### config.mk
export PLATFORM = sky130hd
export DESIGN_NAME = pipe_ctrl
export DESIGN_NICKNAME = d
export VERILOG_FILES = /design/src/rtl/pipe_ctrl_pkg.sv /design/src/rtl/pipe_ctrl_prio.sv /design/src/rtl/pipe_ctrl.sv
export SDC_FILE = /design/constraint.sdc
export NUM_CORES = 1
export LEC_CHECK = 0
export ABC_AREA = 1
export BUFFER_PORTS_ARGS = -buffer_cell sky130_fd_sc_hd__buf_2
export CORE_MARGIN = 5
export CORE_UTILIZATION = 51
export DETAILED_ROUTE_END_ITERATION = 10
export PLACE_DENSITY = 0.8
export SLEW_MARGIN = 5
export SYNTH_ARGS = -nofsm -noshare
export SYNTH_HDL_FRONTEND = slang
export SYNTH_SLANG_ARGS = --single-unit
export TNS_END_PERCENT = 20
### constraint.sdc
create_clock -name clk -period 2.5 [get_ports clk]
set_input_delay 0.125 -clock clk [delete_from_list [all_inputs] [get_ports clk]]
set_output_delay 0.125 -clock clk [all_outputs]
set_load 0.02 [all_outputs]
### src/rtl/pipe_ctrl_pkg.sv
// Shared types and constants for the pipeline sequencer: state encoding,
// stall/flush vector bit indices and the priority decoder result.
package pipe_ctrl_pkg;

  localparam int STALL_W = 5;
  localparam int REQ_W   = 4;

  // Stall/flush vector indices
  localparam int PCREG = 0;
  localparam int IFID  = 1;
  localparam int IDEX  = 2;
  localparam int EXMEM = 3;
  localparam int MEMWB = 4;

  // Request indices
  localparam int REQ_IF  = 0;
  localparam int REQ_ID  = 1;
  localparam int REQ_EX  = 2;
  localparam int REQ_MEM = 3;

  typedef logic [STALL_W-1:0] stall_bus_t;

  localparam stall_bus_t STALL_ALL = 5'b11111;
  localparam stall_bus_t FLUSH_ALL = 5'b11110;

  // The accept (freeze) cycle is merged into PC_RUN
  typedef enum logic [1:0] {
    PC_RUN   = 2'd0,
    PC_DRAIN = 2'd1,
    PC_FLUSH = 2'd2
  } state_e;

  typedef struct packed {
    stall_bus_t stall;
    stall_bus_t flush;
  } hold_t;

endpackage

### src/rtl/pipe_ctrl_prio.sv
// Priority decoder: the highest requesting stage k holds stages 0..k and
// injects a bubble into register k+1.
module pipe_ctrl_prio
  import pipe_ctrl_pkg::*;
(
  input  logic [REQ_W-1:0] req,
  output hold_t            hold
);

  logic found;

  always_comb begin
    hold  = '0;
    found = 1'b0;
    for (int i = REQ_W - 1; i >= 0; i--) begin
      if (req[i] && !found) begin
        found           = 1'b1;
        hold.flush[i+1] = 1'b1;
      end
      if (found) hold.stall[i] = 1'b1;
    end
  end

endmodule

### src/rtl/pipe_ctrl.sv
// Pipeline sequencer: per-register stall/flush decode, exception entry
// (freeze, drain bus, flush, redirect) and a saturating stall counter.
module pipe_ctrl
  import pipe_ctrl_pkg::*;
#(
  parameter int ADDR_W = 32,
  parameter int CNT_W  = 32
) (
  input  logic              clk,
  input  logic              rst,
  input  logic [REQ_W-1:0]  req,
  input  logic              exc_req,
  input  logic [ADDR_W-1:0] exc_target,
  input  logic              cnt_clr,
  output logic [STALL_W-1:0] stall,
  output logic [STALL_W-1:0] flush,
  output logic              redirect,
  output logic [ADDR_W-1:0] redirect_pc,
  output logic              exc_busy,
  output logic [CNT_W-1:0]  stall_cycles
);

  state_e state_q, state_d;
  hold_t  prio;
  logic   accept;
  logic   bus_busy;

  pipe_ctrl_prio u_prio (
    .req  (req),
    .hold (prio)
  );

  assign bus_busy = req[REQ_IF] | req[REQ_MEM];

  always_ff @(posedge clk or posedge rst) begin
    if (rst) state_q <= PC_RUN;
    else     state_q <= state_d;
  end

  always_comb begin
    state_d  = state_q;
    stall    = '0;
    flush    = '0;
    redirect = 1'b0;
    exc_busy = 1'b0;
    accept   = 1'b0;
    case (state_q)
      PC_RUN: begin
        if (exc_req) begin
          // Freeze everything in the accept cycle so nothing advances
          stall    = STALL_ALL;
          exc_busy = 1'b1;
          accept   = 1'b1;
          state_d  = bus_busy ? PC_DRAIN : PC_FLUSH;
        end else begin
          stall = prio.stall;
          flush = prio.flush;
        end
      end
      PC_DRAIN: begin
        stall    = STALL_ALL;
        exc_busy = 1'b1;
        if (!bus_busy) state_d = PC_FLUSH;
      end
      PC_FLUSH: begin
        flush    = FLUSH_ALL;
        redirect = 1'b1;
        exc_busy = 1'b1;
        state_d  = PC_RUN;
      end
      default: state_d = PC_RUN;
    endcase
    // Outputs are quiet for the whole reset pulse, not just after an edge
    if (rst) begin
      stall    = '0;
      flush    = '0;
      redirect = 1'b0;
      exc_busy = 1'b0;
      accept   = 1'b0;
    end
  end

  always_ff @(posedge clk or posedge rst) begin
    if (rst)         redirect_pc <= '0;
    else if (accept) redirect_pc <= exc_target;
  end

  always_ff @(posedge clk or posedge rst) begin
    if (rst)
      stall_cycles <= '0;
    else if (cnt_clr)
      stall_cycles <= '0;
    else if (stall[PCREG] && !(&stall_cycles))
      stall_cycles <= stall_cycles + CNT_W'(1);
  end

endmodule

Word level (Yosys, flattened, before mapping)
Cells that the tools add are included.
Widths: inputs -> output; s select.
{"block": "word_totals", "output_inout_bits": 76, "latchBits": 0, "mem_bits_ro": 0, "ram_bits": 0, "register_bits": 66, "inputBits": 40, "mem_count": 0, "wordCells": 52}
{"block": "op_classes", "add_sub_neg": 1, "n_lt_le_gt_ge": 0, "shifts": 0, "n_div": 0, "n_reduce_logical": 13, "mux": 30, "bitwise": 1, "multipliers": 0, "n_eq_ne": 4}
{"op": "$mux 32", "count": 2}
{"op": "$add 32x1->32 const B", "count": 1}
{"op": "$reduce_and 32->1", "count": 1}
{"op": "$mux 5", "count": 4}
{"op": "$pmux 5 s2", "count": 2}
{"op": "$mux 1", "count": 17}
{"op": "$mux 2", "count": 3}
{"op": "$logic_and 1x1->1", "count": 4}
{"op": "$logic_not 1->1", "count": 4}
{"op": "$ne 2x2->1 const B", "count": 2}
{"op": "$pmux 2 s2", "count": 1}
{"op": "$eq 2x1->1 const B", "count": 1}
{"op": "$eq 2x2->1 const B", "count": 1}
{"op": "$logic_not 2->1", "count": 1}
{"op": "$pmux 1 s2", "count": 1}
{"op": "$reduce_and 2->1", "count": 1}
{"op": "$reduce_bool 2->1", "count": 1}
{"op": "$reduce_or 2->1", "count": 1}
{"op": "$or 1x1->1", "count": 1}

Logic depth before layout (Yosys ltp)
{"block": "depth", "ltp_word": 17, "ltp_mapped": 13, "depth_no_buf": 11}

Cells and area by module
Synthesis repeated with hierarchy kept, for this count alone.
{"block": "unflattened", "cells_unflattened": 492, "hier_area_um2": 3848.7}
{"mod": "pipe_ctrl", "seq_area_each_um2": 1651.6, "area_each_um2": 3763.6, "cells_each": 476, "instances": 1}
{"mod": "pipe_ctrl_prio", "seq_area_each_um2": 0.0, "area_each_um2": 85.1, "cells_each": 16, "instances": 1}

Worst setup path before layout
No wires, ideal clock.
{"block": "synth_path", "path_kind": "in2reg", "from": "in rst", "to": "reg redirect_pc[0]", "path_slack_ns": -0.107, "stages": 4, "arrival_ns": 2.482, "path_buffers": 1, "required_time_ns": 2.375, "setup_ns": 0.125, "cell_sequence": "inv_1 -> nand2_1 -> buf_1 -> mux2_2"}
{"block": "synth_between", "elab_chain_cells": 1}
{"item": "from (decl)", "line_no": "pipe_ctrl.sv:10", "source": "input logic rst,"}
{"item": "$mux 1", "line_no": "pipe_ctrl.sv:74", "source": "if (rst) begin"}
{"item": "to (signal assigned)", "line_no": "pipe_ctrl.sv:85", "source": "else if (accept) redirect_pc <= exc_target;"}
{"item": "to (decl)", "line_no": "pipe_ctrl.sv:18", "source": "output logic [ADDR_W-1:0] redirect_pc,"}
No other way between the ends.
A chain may end at the register's enable or synchronous reset.

Worst setup path after layout
{"block": "layout_path", "from": "reg stall_cycles[0]", "to": "reg stall_cycles[9]"}
{"block": "layout_between", "elab_chain_cells": 4, "elab_cells_between_ends": 7, "classes_between": "add/sub (1); mux (2); reduce/logical (4)"}
{"item": "from (decl)", "line_no": "pipe_ctrl.sv:20", "source": "output logic [CNT_W-1:0] stall_cycles"}
{"item": "from (signal assigned)", "line_no": "pipe_ctrl.sv:94", "source": "stall_cycles <= stall_cycles + CNT_W'(1);"}
{"item": "parallel branches: the longest is 4 deep, another holds $add 32x1->32"}
Parallel ways; which one is timed is not known. The select of a mux whose other input is x is not followed.

==> impl_metrics.ini <==
[setup_path]
r2r_start = stall_cycles[0]
timing.critical_path.mode_cell = nand2_4
required_ns = 2.78
end_kind = flip-flop
path_buf_inv = 2
critPathLaunchType = flip-flop
crit_arrival_ns = 2.42
slowest_delay_ns = 0.45
r2r_slack_ns = 0.36
crit_chain = ha_1 > inv_1 > nor2_4 > nand2_4 > nor2_4 > nand2_4 > nand2_4 > nand2_4 > inv_2 > nand2_1 > nand2_1
cp_max_fo = 29
ff2ff_path_depth = 11
slowest_stage = dfrtp_1
crit_type = flip-flop to flip-flop
rr_endpoint = stall_cycles[9]
crit_family = simple AND/OR/NAND/NOR gates

[synthesis]
ys_async_sr_fraction = 1.000
yosysUniqueCellTypes = 30
yosysSeqAreaShare = 0.4467
synth-seq-cells = 66
synth_mux_area_frac = 0.09746
synth_fp_nets = 514
synth_top_family_by_area = simple AND/OR/NAND/NOR gates
synth_ff_type = dfrtp_1
synthesis.area_um2 = 3697
synth_fa_ha_area_frac = 0.01692
syn_avg_cell_area_um2 = 7.883
synthSimpleGateAreaFrac = 0.3299
synth_edf_count = 0
synth_xor_area_frac = 0.02606
synth_compound_area_frac = 0.02166
yosys_warnings = 0
synth_cells = 469

[timing]
worstMarginPinSlew_ns = 0.8284
rsz0062_at_grt = no
maxSlewHeadroom = 0.4477
finalCritPeriodShare = 0.8561
slew_violations = 0
setup_viol = 0
fmax_ghz = 0.4672
clock_skew_ns = 0.004818
hold_violations = 0
finalSetupTns_ns = 0
period_needed_ns = 2.140

[floorplan]
die_y_um = 95.15
row_count = 31
die_x_um = 95.15
core_um2 = 7137
start_util = 0.5181
ios = 116
dieArea_um2 = 9053

[final_layout]
drive_gt1_frac = 0.2978
fin_nets = 642
final_core_util = 0.6566
layout-area-overhead-vs-synth_pct = 26.73
diodes = 0

[power_and_ir_drop]
p_leak_nw = 2.440
irDropWorstVdd_mv = 0.8228
p_total_w = 0.004029
p_per_area_nw_per_um2 = 859.8

[placement]
globalplace.congestion = 1.009
dp_hpwl_mm = 7.124
portBuffers = 114

[cts]
cts_root_buf = clkbuf_8
cts_buffers = 9
cts-resized-gates = 0
clock_path_buffers = 2
clock_latency_ns = 0.34
htreeDepth = 3
cts_tree = done
cts_sinks = 66
clk_pin_slew_worst_paths_ns = 0.08

[min_path]
hp-start = exc_target[15]
min_path_cells = 2
holdPathEnd = redirect_pc[15]
worstHoldPathType = input port to flip-flop

[route]
routedWlPerCell_um = 13.72
wl_mm = 9.601
first_iter_violations = 206
drc = 0
ant_nets = 0
vias = 3550
via_per_inst = 5.071
first_pass_iters = 7

[grt]
grt_pass1_vias = 3486
grt_pass1_wl_mm = 16.37
grt_usage = 0.2304
grt_antenna_before_repair = 0
grt_overflow_total = 0
grt_start_max_net_pins = 67

[job]
max_cap_violations = 0

[run_status]
status = completed
[worst max path at each step]
stage / from / to / slack [ns] / depth (start not counted)
4_1_cts: stall_cycles[0] / stall_cycles[9] / 0.35 / 11
5_1_grt: stall_cycles[0] / stall_cycles[5] / 0.14 / 11
2_1_floorplan: rst / redirect_pc[0] / 0.18 / 4
3_5_place_dp: stall_cycles[0] / stall_cycles[9] / 0.37 / 11
3_3_place_gp: stall_cycles[0] / stall_cycles[3] / 0.47 / 11
6_report: stall_cycles[0] / stall_cycles[9] / 0.36 / 11
[sequential cells by signal, indices dropped and copies added (netlist names)]
name	cells
redirect_pc	32
state_q	2
stall_cycles	32
[kinds of logic after synthesis]
group / count (synthesis)
simple gates: 287
flops: 66
buf+inv: 53
mux: 32
compound gates: 14
xor+xnor: 11
fa+ha+maj: 5
other cells: 1
[cell usage after synthesis, drive strengths merged (2+ instances only)]
library cell    n  area, um2
o21ai           8      40.03
nand3          30      150.1
dfrtp          66       1652
nand4          19      118.9
buf             9      57.55
xor2            8      70.07
a21oi           2      10.01
or2             2      12.51
ha              5      62.56
nand2         168      663.1
mux2           32      360.4
inv            40      150.1
xnor2           3      26.28
clkbuf          3      11.26
o21bai          2      15.01
nor2           68      275.3
[metrics by stage]
stage	setup slack, ns	hold slack [ns]	cells	cell area (um2)
after CTS	0.3508	0.002390	691	4596
after global placement	0.4695	0.3562	673	4349
after global routing	0.1436	0.002070	700	4686
final	0.3598	0.01632	700	4686
after floorplan	0.1817	0.2755	469	3701
after detailed placement	0.3671	0.3614	673	4349
[repair_timing]
item / CTS / global route
endpoints found under the setup margin: 0 / 0
endpoints found under the hold margin: 3 / 9
hold buffers: 3 / 9
setup buffers: 0 / 0
[area by class of cell]
type / instances / area [um2]
Clock inverter: 6 / 92.59
Clock buffer: 9 / 123.9
Inverter: 41 / 157.7
Tap cell: 99 / 123.9
Fill cell: 641 / 2451
Multi-Input combinational cell: 350 / 1823
Sequential cell: 66 / 1652
Timing Repair Buffer: 129 / 713.2
[routing by layer]
| metal | share of wire | wire [um] | GRT usage | vias to the layer above |
|---|---|---|---|---|
| met5 | 0 | 0 | 0 | - |
| met4 | 0.016 | 157 | 0.08654 | 0 |
| met3 | 0.085 | 815 | 0.06551 | 14 |
| met2 | 0.49 | 4689 | 0.3784 | 146 |
| met1 | 0.41 | 3939 | 0.2877 | 1639 |
| li1 | - | - | - | 1751 |
[cell usage in the layout (no fill, tap or decap), drive strengths merged, types with 2 or more instances in the layout]
cell type / synthesis / final
mux2: 32 / 32
nand4: 19 / 19
a21oi: 2 / 2
or2: 2 / 2
xor2: 8 / 8
xnor2: 3 / 3
buf: 9 / 117
o21ai: 8 / 8
clkinvlp: 0 / 3
clkinv: 1 / 3
dfrtp: 66 / 66
clkbuf: 3 / 9
o21bai: 2 / 2
nor2: 68 / 68
ha: 5 / 5
nand2: 168 / 168
inv: 40 / 39
dlygate4sd3: 0 / 12
bufinv: 0 / 2
nand3: 30 / 30
[power breakdown]
part,leakage [nW],internal (W),switching (W),total (W)
combinational,1.49,0.000577,0.000953,0.00153
clock,0.102,0.000559,0.000429,0.000988
sequential,0.850,0.00136,0.000153,0.00151
total,2.44,0.00249,0.00154,0.00403
Power figures use the tool's default switching activity.
